<file path="config.mk">
export PLATFORM = sky130hd
export DESIGN_NAME = vram_write_buffer_flat
export DESIGN_NICKNAME = d
export VERILOG_FILES = /design/src/rtl/vram_write_buffer_if.sv /design/src/rtl/vram_write_buffer.sv /design/src/flat_wrapper.sv
export SDC_FILE = /design/constraint.sdc
export NUM_CORES = 1
export LEC_CHECK = 0
export CAP_MARGIN = 15
export CORE_ASPECT_RATIO = 1.75
export CORE_MARGIN = 2
export CORE_UTILIZATION = 45
export CTS_BUF_LIST = sky130_fd_sc_hd__clkbuf_8
export DETAILED_ROUTE_END_ITERATION = 10
export MAX_ROUTING_LAYER = met4
export PLACE_DENSITY_LB_ADDON = 0.3
export SETUP_SLACK_MARGIN = 0.2
export SYNTH_ARGS = -nofsm -noshare
export SYNTH_HDL_FRONTEND = slang
export SYNTH_SLANG_ARGS = --single-unit
</file>
<file path="constraint.sdc">
create_clock -name clk -period 4.65 [get_ports clk]
set_input_delay 0.93 -clock clk [delete_from_list [all_inputs] [get_ports clk]]
set_output_delay 0.93 -clock clk [all_outputs]
set_load 0.02 [all_outputs]
</file>
<file path="src/rtl/vram_write_buffer_if.sv">
// Bus bundle for the VRAM write buffer: rasteriser write port, swap request,
// VRAM sel/ack write port and status. master = environment side, slave = buffer.
interface vram_write_buffer_if #(
  parameter int ADDR_W = 16,
  parameter int DATA_W = 16,
  parameter int MASK_W = 4,
  parameter int DEPTH  = 8
);
  localparam int LVL_W = $clog2(DEPTH) + 1;

  logic              in_sel_i;
  logic              in_wr_i;
  logic [MASK_W-1:0] in_mask_i;
  logic [ADDR_W-1:0] in_addr_i;
  logic [DATA_W-1:0] in_data_i;
  logic              in_ready_o;
  logic              swap_req_i;
  logic              swap_o;
  logic              vram_sel_o;
  logic              vram_wr_o;
  logic [MASK_W-1:0] vram_mask_o;
  logic [ADDR_W-1:0] vram_addr_o;
  logic [DATA_W-1:0] vram_data_out_o;
  logic              vram_ack_i;
  logic [LVL_W-1:0]  level_o;
  logic              overflow_o;

  modport master (
    output in_sel_i, in_wr_i, in_mask_i, in_addr_i, in_data_i, swap_req_i, vram_ack_i,
    input  in_ready_o, swap_o, vram_sel_o, vram_wr_o, vram_mask_o, vram_addr_o,
           vram_data_out_o, level_o, overflow_o
  );

  modport slave (
    input  in_sel_i, in_wr_i, in_mask_i, in_addr_i, in_data_i, swap_req_i, vram_ack_i,
    output in_ready_o, swap_o, vram_sel_o, vram_wr_o, vram_mask_o, vram_addr_o,
           vram_data_out_o, level_o, overflow_o
  );
endinterface

</file>
<file path="src/rtl/vram_write_buffer.sv">
// VRAM write buffer: DEPTH-entry FIFO of masked writes with a registered
// sel/ack output stage, sticky overflow flag, and a swap sequencer that
// releases the display swap only once every earlier write has been acked.
// level counts every entry not yet acked, including the one on the VRAM bus;
// the FIFO slot of the presented entry is freed only on its ack.
module vram_write_buffer #(
  parameter int ADDR_W = 16,
  parameter int DATA_W = 16,
  parameter int MASK_W = 4,
  parameter int DEPTH  = 8
) (
  input logic          clk,
  input logic          reset_i,
  vram_write_buffer_if.slave bus
);
  localparam int PTR_W = $clog2(DEPTH);
  localparam int LVL_W = PTR_W + 1;
  localparam int ENT_W = MASK_W + ADDR_W + DATA_W;
  localparam logic [LVL_W-1:0] FULL_LVL = LVL_W'(DEPTH);

  typedef enum logic [1:0] {
    ST_IDLE = 2'd0,
    ST_WAIT = 2'd1,
    ST_FIRE = 2'd2
  } swap_state_t;

  logic [ENT_W-1:0]  r_mem [DEPTH];
  logic [PTR_W-1:0]  r_wptr;
  logic [PTR_W-1:0]  r_rptr;
  logic [LVL_W-1:0]  r_level;
  logic              r_run;
  logic              r_ovf;
  logic              r_vsel;
  logic [MASK_W-1:0] r_vmask;
  logic [ADDR_W-1:0] r_vaddr;
  logic [DATA_W-1:0] r_vdata;
  swap_state_t       r_state;
  swap_state_t       w_next_state;

  logic              w_full;
  logic              w_in_ready;
  logic              w_wr_req;
  logic              w_push;
  logic              w_drop;
  logic              w_pop;
  logic              w_load;
  logic [LVL_W-1:0]  w_avail;
  logic [PTR_W-1:0]  w_head;
  logic [ENT_W-1:0]  w_head_ent;

  // Handshake decode; the output stage reloads only from entries stored before this edge.
  always_comb begin
    w_full     = (r_level == FULL_LVL);
    w_in_ready = r_run && !w_full && (r_state == ST_IDLE);
    w_wr_req   = bus.in_sel_i && bus.in_wr_i;
    w_push     = w_wr_req && w_in_ready;
    w_drop     = w_wr_req && !w_in_ready;
    w_pop      = r_vsel && bus.vram_ack_i;
    w_load     = !r_vsel || bus.vram_ack_i;
    w_avail    = r_level - LVL_W'(w_pop);
    w_head     = r_rptr + PTR_W'(w_pop);
    w_head_ent = r_mem[w_head];
  end

  // FIFO storage: accepted writes land at the write pointer.
  always_ff @(posedge clk) begin
    if (w_push) begin
      r_mem[r_wptr] <= {bus.in_mask_i, bus.in_addr_i, bus.in_data_i};
    end
  end

  // Pointers, occupancy, ready enable and sticky overflow.
  always_ff @(posedge clk or negedge reset_i) begin
    if (!reset_i) begin
      r_wptr  <= {PTR_W{1'b0}};
      r_rptr  <= {PTR_W{1'b0}};
      r_level <= {LVL_W{1'b0}};
      r_run   <= 1'b0;
      r_ovf   <= 1'b0;
    end else begin
      r_run   <= 1'b1;
      r_rptr  <= w_head;
      r_level <= r_level + LVL_W'(w_push) - LVL_W'(w_pop);
      if (w_push) begin
        r_wptr <= r_wptr + PTR_W'(1'b1);
      end
      if (w_drop) begin
        r_ovf <= 1'b1;
      end
    end
  end

  // Registered VRAM request: hold until acked, then present the next stored entry or drop sel.
  always_ff @(posedge clk or negedge reset_i) begin
    if (!reset_i) begin
      r_vsel  <= 1'b0;
      r_vmask <= {MASK_W{1'b0}};
      r_vaddr <= {ADDR_W{1'b0}};
      r_vdata <= {DATA_W{1'b0}};
    end else if (w_load) begin
      if (w_avail != {LVL_W{1'b0}}) begin
        r_vsel  <= 1'b1;
        r_vmask <= w_head_ent[ENT_W-1 -: MASK_W];
        r_vaddr <= w_head_ent[DATA_W +: ADDR_W];
        r_vdata <= w_head_ent[DATA_W-1:0];
      end else begin
        r_vsel  <= 1'b0;
      end
    end
  end

  // Swap sequencer state register.
  always_ff @(posedge clk or negedge reset_i) begin
    if (!reset_i) begin
      r_state <= ST_IDLE;
    end else begin
      r_state <= w_next_state;
    end
  end

  // Swap sequencer next state: wait for a fully drained buffer, then pulse once.
  always_comb begin
    w_next_state = r_state;
    case (r_state)
      ST_IDLE: begin
        if (bus.swap_req_i) begin
          w_next_state = ST_WAIT;
        end else begin
          w_next_state = ST_IDLE;
        end
      end
      ST_WAIT: begin
        if ((r_level == {LVL_W{1'b0}}) && !r_vsel) begin
          w_next_state = ST_FIRE;
        end else begin
          w_next_state = ST_WAIT;
        end
      end
      ST_FIRE: w_next_state = ST_IDLE;
      default: w_next_state = ST_IDLE;
    endcase
  end

  assign bus.in_ready_o      = w_in_ready;
  assign bus.swap_o          = (r_state == ST_FIRE);
  assign bus.vram_sel_o      = r_vsel;
  assign bus.vram_wr_o       = r_vsel;
  assign bus.vram_mask_o     = r_vmask;
  assign bus.vram_addr_o     = r_vaddr;
  assign bus.vram_data_out_o = r_vdata;
  assign bus.level_o         = r_level;
  assign bus.overflow_o      = r_ovf;
endmodule

</file>
<file path="src/flat_wrapper.sv">
// flat-port wrapper written by rule: the top's interface ports become plain ports
module vram_write_buffer_flat 
#(
  parameter int ADDR_W = 16,
  parameter int DATA_W = 16,
  parameter int MASK_W = 4,
  parameter int DEPTH  = 8
)
  (clk, reset_i, bus_in_sel_i, bus_in_wr_i, bus_in_mask_i, bus_in_addr_i, bus_in_data_i, bus_swap_req_i, bus_vram_ack_i, bus_in_ready_o, bus_swap_o, bus_vram_sel_o, bus_vram_wr_o, bus_vram_mask_o, bus_vram_addr_o, bus_vram_data_out_o, bus_level_o, bus_overflow_o);
  vram_write_buffer_if #(.ADDR_W(ADDR_W), .DATA_W(DATA_W), .MASK_W(MASK_W), .DEPTH(DEPTH)) bus_i ();
  input logic clk;
  input logic reset_i;
  input wire logic [$bits(bus_i.in_sel_i)-1:0] bus_in_sel_i;
  input wire logic [$bits(bus_i.in_wr_i)-1:0] bus_in_wr_i;
  input wire logic [$bits(bus_i.in_mask_i)-1:0] bus_in_mask_i;
  input wire logic [$bits(bus_i.in_addr_i)-1:0] bus_in_addr_i;
  input wire logic [$bits(bus_i.in_data_i)-1:0] bus_in_data_i;
  input wire logic [$bits(bus_i.swap_req_i)-1:0] bus_swap_req_i;
  input wire logic [$bits(bus_i.vram_ack_i)-1:0] bus_vram_ack_i;
  output wire logic [$bits(bus_i.in_ready_o)-1:0] bus_in_ready_o;
  output wire logic [$bits(bus_i.swap_o)-1:0] bus_swap_o;
  output wire logic [$bits(bus_i.vram_sel_o)-1:0] bus_vram_sel_o;
  output wire logic [$bits(bus_i.vram_wr_o)-1:0] bus_vram_wr_o;
  output wire logic [$bits(bus_i.vram_mask_o)-1:0] bus_vram_mask_o;
  output wire logic [$bits(bus_i.vram_addr_o)-1:0] bus_vram_addr_o;
  output wire logic [$bits(bus_i.vram_data_out_o)-1:0] bus_vram_data_out_o;
  output wire logic [$bits(bus_i.level_o)-1:0] bus_level_o;
  output wire logic [$bits(bus_i.overflow_o)-1:0] bus_overflow_o;
  assign bus_i.in_sel_i = bus_in_sel_i;
  assign bus_i.in_wr_i = bus_in_wr_i;
  assign bus_i.in_mask_i = bus_in_mask_i;
  assign bus_i.in_addr_i = bus_in_addr_i;
  assign bus_i.in_data_i = bus_in_data_i;
  assign bus_i.swap_req_i = bus_swap_req_i;
  assign bus_i.vram_ack_i = bus_vram_ack_i;
  assign bus_in_ready_o = bus_i.in_ready_o;
  assign bus_swap_o = bus_i.swap_o;
  assign bus_vram_sel_o = bus_i.vram_sel_o;
  assign bus_vram_wr_o = bus_i.vram_wr_o;
  assign bus_vram_mask_o = bus_i.vram_mask_o;
  assign bus_vram_addr_o = bus_i.vram_addr_o;
  assign bus_vram_data_out_o = bus_i.vram_data_out_o;
  assign bus_level_o = bus_i.level_o;
  assign bus_overflow_o = bus_i.overflow_o;
  vram_write_buffer #(.ADDR_W(ADDR_W), .DATA_W(DATA_W), .MASK_W(MASK_W), .DEPTH(DEPTH)) u_core (.clk(clk), .reset_i(reset_i), .bus(bus_i));
endmodule
</file>
# Word-level counts from Yosys, hierarchy flattened
# Memories as Yosys holds them, arrays and structs flattened. A register that Yosys moved wholly into a read port is not among the register bits.
# Cells that the tools add are included.
# W data, S select, Z words.
# word_totals
regBits,15
ramBits,288
inputBits,42
out_inout_bits,45
wordCells,38
memories,1
# classes
add_sub_neg,5
n_eq_ne,3
mux,6
reduce_logical,16
# memory_table
name,depth,width,read_ports,rd_clocked_by_memory_dff,write_ports,line_no,source
u_core.r_mem,8,36,1,1,1,vram_write_buffer.sv:27,logic [ENT_W-1:0] r_mem [DEPTH];
# op_table
operator,count
$sub A4 B1 Y4,2
$logic_and A1 B1 Y1,7
$add A4 B1 Y4,1
$eq A4 B4 Y1 const B,1
$logic_not A1 Y1,4
$logic_not A4 Y1,1
$mux W1,4
$pmux W2 S2,1
$reduce_bool A4 Y1,1
$add A3 B1 Y3,1
$add A3 B1 Y3 const B,1
$eq A2 B1 Y1 const B,1
$eq A2 B2 Y1 const B,1
$logic_not A2 Y1,1
$mux W2,1
$reduce_and A2 Y1,1
$logic_or A1 B1 Y1,1

# Logic depth before layout (Yosys ltp)
# depth
word_depth,7
ltp_mapped,10
ltp_nobuf,8

# Least setup slack after synthesis
# Ideal clock, no wire load.
# synth_timing
path_type,input to register
start,input bus_in_sel_i
end,"memory u_core.r_mem[1][0] in the netlist's numbering, enable pin"
setup_time_ns,0.474
arrival_ns,4.084
t_required_ns,4.176
setup_slack_ns,0.092
path_stages,4
n_path_buf,0
path_cell_list,nand2_1 -> a2111oi_4 -> nand2_1 -> nor3_1
# synth_via
elab_chain_len,4
# synth_rtl
item,line_no,source
start: declaration,flat_wrapper.sv:13,input wire logic [$bits(bus_i.in_sel_i)-1:0] bus_in_sel_i;
$logic_and A1 B1 Y1,vram_write_buffer.sv:55,w_wr_req = bus.in_sel_i && bus.in_wr_i;
$logic_and A1 B1 Y1,vram_write_buffer.sv:56,w_push = w_wr_req && w_in_ready;
net u_core.w_push,vram_write_buffer.sv:43,logic w_push;
$mux W1,vram_write_buffer.sv:67,if (w_push) begin
$mux W1 (not written as such),vram_write_buffer.sv:68,"r_mem[r_wptr] <= {bus.in_mask_i, bus.in_addr_i, bus.in_data_i};"
end: declaration,vram_write_buffer.sv:27,
# The timed path passes the listed nets, and every way through them passes these cells.

# Final worst setup path
# layout_timing
start,register u_core.r_level[2] (netlist: u_core.bus.level_o[2])
end,output bus_in_ready_o
# layout_via
elab_chain_len,4
# layout_rtl
item,line_no,source
start: declaration,vram_write_buffer.sv:30,logic [LVL_W-1:0] r_level;
start signal: assignment,vram_write_buffer.sv:77,r_level <= {LVL_W{1'b0}};
start signal: assignment,vram_write_buffer.sv:83,r_level <= r_level + LVL_W'(w_push) - LVL_W'(w_pop);
$eq A4 B4 Y1,vram_write_buffer.sv:53,w_full = (r_level == FULL_LVL);
$logic_not A1 Y1,vram_write_buffer.sv:54,w_in_ready = r_run && !w_full && (r_state == ST_IDLE);
$logic_and A1 B1 Y1 (2 in series),vram_write_buffer.sv:54,
end: declaration,flat_wrapper.sv:20,output wire logic [$bits(bus_i.in_ready_o)-1:0] bus_in_ready_o;
# No other way between the ends.

==> flow_summary.yaml <==
grt:
  grt_pass1_wl_um: 41800
  overflow: 0
  antenna_found_initial: 2
  grt_pass1_vias: 7152
  grt_max_degree: 73
  grt_usage_pct: 18.7
synth:
  synth_ff_type: "edfxtp_1"
  synth_edf_count: 288
  synth_top_area_share_pct: 66.2
  ys_seq_area_share_pct: 76.0
  synth_top_area_cell: "edfxtp_1"
  syn_avg_cell_area_um2: 18.3
  yosysUniqueCellTypes: 36
  syn_nets: 768
  yosysMostFrequentCell: "edfxtp_1"
  yosys_register_bits: 339
  synth_area_leaders: "edfxtp_1, dfrtp_1, mux2_2"
  synth_area_um2: 13100
  syn_inst: 714
  synthTopCellsByCount: "edfxtp_1, mux2_2, o22ai_1, dfrtp_1, nand2_1"
  yosysWarnings: 0
  synth-async-reset-ratio_pct: 15.0
worst_setup_path:
  crit_chain: "inv_1, ha_1, a211oi_1, clkdlybuf4s50_1"
  cpPeakStageDelay_ns: 0.67
  r2r_end: "u_core.r_mem[2][7]"
  cp_top_family: "buffers and inverters"
  critical_path_class: "flip-flop to output port"
  worstPathRequired_ns: 3.72
  critical_path_arrival_ns: 2.33
  endpoint_kind: "output port"
  reg2reg_slack_ns: 1.70
  worstPathMaxFanout: 4
  start_kind: "flip-flop"
  r2r-start: "u_core.bus.level_o[2]"
  slowest_stage: "clkdlybuf4s50_1"
  cp.buffers_inverters: 2
  worst_r2r_path_depth: 6
floorplan:
  io_pins: 87
  die_y_um: 229
  fp-row-count: 82
  dieArea_um2: 30500
  die_x_um: 133
  initial_utilization_pct: 45.6
  core-area_um2: 28600
sta:
  timing.setup.tns_ns: 0
  rsz0062_at_grt: "false"
  worst_pin_slew_ns: 0.808
  finalSetupViolations: 0
  maxSlewHeadroom_pct: 46.1
  fmax_ghz: 0.307
  setup_slack_ns: 1.39
  fin_crit_sh_pct: 70.1
  fin_worst_skew_ns: 0.0229
  slew_violations: 0
  hold_viol_final: 0
  fin_crit_ns: 3.26
cts:
  clockBufferDepth: 3
  ctsResizeCount: 0
  clock-sinks: 339
  cts_setup_buffers: 0
  clk-insertion-delay-late_ns: 0.55
  htreeDepth: 2
  root_buffer: "clkbuf_8"
  cts_hold_buf: 0
  cts_inserted_buffers: 46
  cts.clk_slew.worst_paths_ns: 0.07
  cts_tree: "done"
placed_design:
  place.gp.congestion: 0.757
  detailed_place_hpwl_um: 15600
  preCtsSetupSlack_ns: 0.955
  io_buffers: 86
detailed_routing:
  drc: 0
  drtIter0Drc: 376
  antenna_left: 0
  via_count: 6651
  dr.pass1.iters: 4
  drt_wl_total_um: 26900
  avgViaCountPerCell: 5.30
  routedWlPerCell_um: 21.5
hold_path:
  worstHoldPathCells: 1
  hold_start: "u_core.r_state[1]"
  min_path_type: "flip-flop to flip-flop"
  hold_end: "u_core.r_state[0]"
finish:
  final_net_count: 892
  drive_above_1_share_pct: 26.6
  syn2layout_area_growth_pct: 18.9
outcome:
  status: "completed"
power_and_ir_drop:
  pwr_density_cell_nw_per_um2: 605
  power.leakage_nw: 5.34
  ir_drop_mv: 0.328
flow_run:
  cap_violations: 0
==> stage by stage <==
step | hold WS, ns | total power, mW | utilization, % | cells | instance area (µm²)
after global placement | 0.453 | 7.20 | 50.9 | 1168 | 14600
after detailed placement | 0.461 | 7.22 | 50.9 | 1168 | 14600
after global routing | 0.501 | 9.90 | 54.2 | 1255 | 15500
after CTS | 0.470 | 9.51 | 54.2 | 1253 | 15500
final | 0.461 | 9.39 | 54.2 | 1255 | 15500
after floorplan | 0.432 | 6.07 | - | 714 | 13100
==> registers in the layout (all words and copies together) (netlist names), 2 cells and up <==
signal,cells
u_core.bus.level_o,4
u_core.r_state,2
u_core.bus.vram_mask_o,4
u_core.bus.vram_addr_o,16
u_core.r_wptr,3
u_core.r_mem,288
u_core.r_rptr,3
u_core.bus.vram_data_out_o,16
==> report_power, final <==
part / internal, mW / switching (mW) / total, mW
sequential: 3.52 / 0.183 / 3.70
combinational: 1.63 / 1.77 / 3.40
clock: 1.24 / 1.05 / 2.28
==> per-layer routing <==
metal,share of wire (%),vias to the layer above,wire length [µm],GRT usage [%]
met4,3.1,0,847,7.12
met2,54,133,14500,33.1
li1,-,3057,-,-
met5,0,-,0,-
met3,3.3,45,894,2.46
met1,40,3416,10700,21.5
==> cell families after synthesis <==
group / count (synthesis) / synth area share (%)
AO/OA/AOI/OAI: 105 / 5.63
other: 1 / 0.0287
XOR/XNOR: 6 / 0.402
multiplexers: 128 / 12.6
flip-flops: 339 / 76.0
AND/OR/NAND/NOR: 78 / 2.62
buffers and inverters: 45 / 1.53
adder cells (fa/ha/maj): 12 / 1.21
==> final cells by class <==
class,instances,area (µm²)
multi-input cells,330,3010
clock inverters,27,164
inverters,9,33.8
repair buffers,112,1110
diodes,2,5.00
well taps,378,473
clock buffers,58,798
fillers,2276,13100
flip-flops and latches,339,9920
==> worst max path at each step <==
| stage | end | slack [ns] | cells past startpoint | startpoint |
|---|---|---|---|---|
| final | bus_in_ready_o | 1.39 | 4 | u_core.bus.level_o[2] |
| after global routing | bus_in_ready_o | 1.27 | 4 | u_core.bus.level_o[2] |
| after CTS | bus_in_ready_o | 1.33 | 4 | u_core.bus.level_o[2] |
| after global placement | u_core.r_mem[2][0] | 0.97 | 6 | bus_in_sel_i |
| after detailed placement | u_core.r_mem[2][0] | 0.95 | 6 | bus_in_wr_i |
| after floorplan | u_core.r_mem[7][0] | 1.05 | 4 | bus_in_sel_i |
==> worst reg2reg max path, delay by kind of cell, from the launching register on <==
kind	cells	cell delay, ns
compound gates	1	0.49
fa+ha+maj	1	0.25
buf+inv	2	0.41
flops	1	0.40
simple gates	2	1.07
==> layout by cell type, fill, tap and decap left out, types with 18 or more instances in the layout <==
cell	n
clkbuf_8	58
mux4_2	18
mux2_2	109
clkdlybuf4s50_1	85
o22ai_1	54
buf_4	21
nand2_1	51
o31ai_1	27
inv_1	27
dfrtp_1	51
edfxtp_1	288
(Power assumes the default switching activity.)
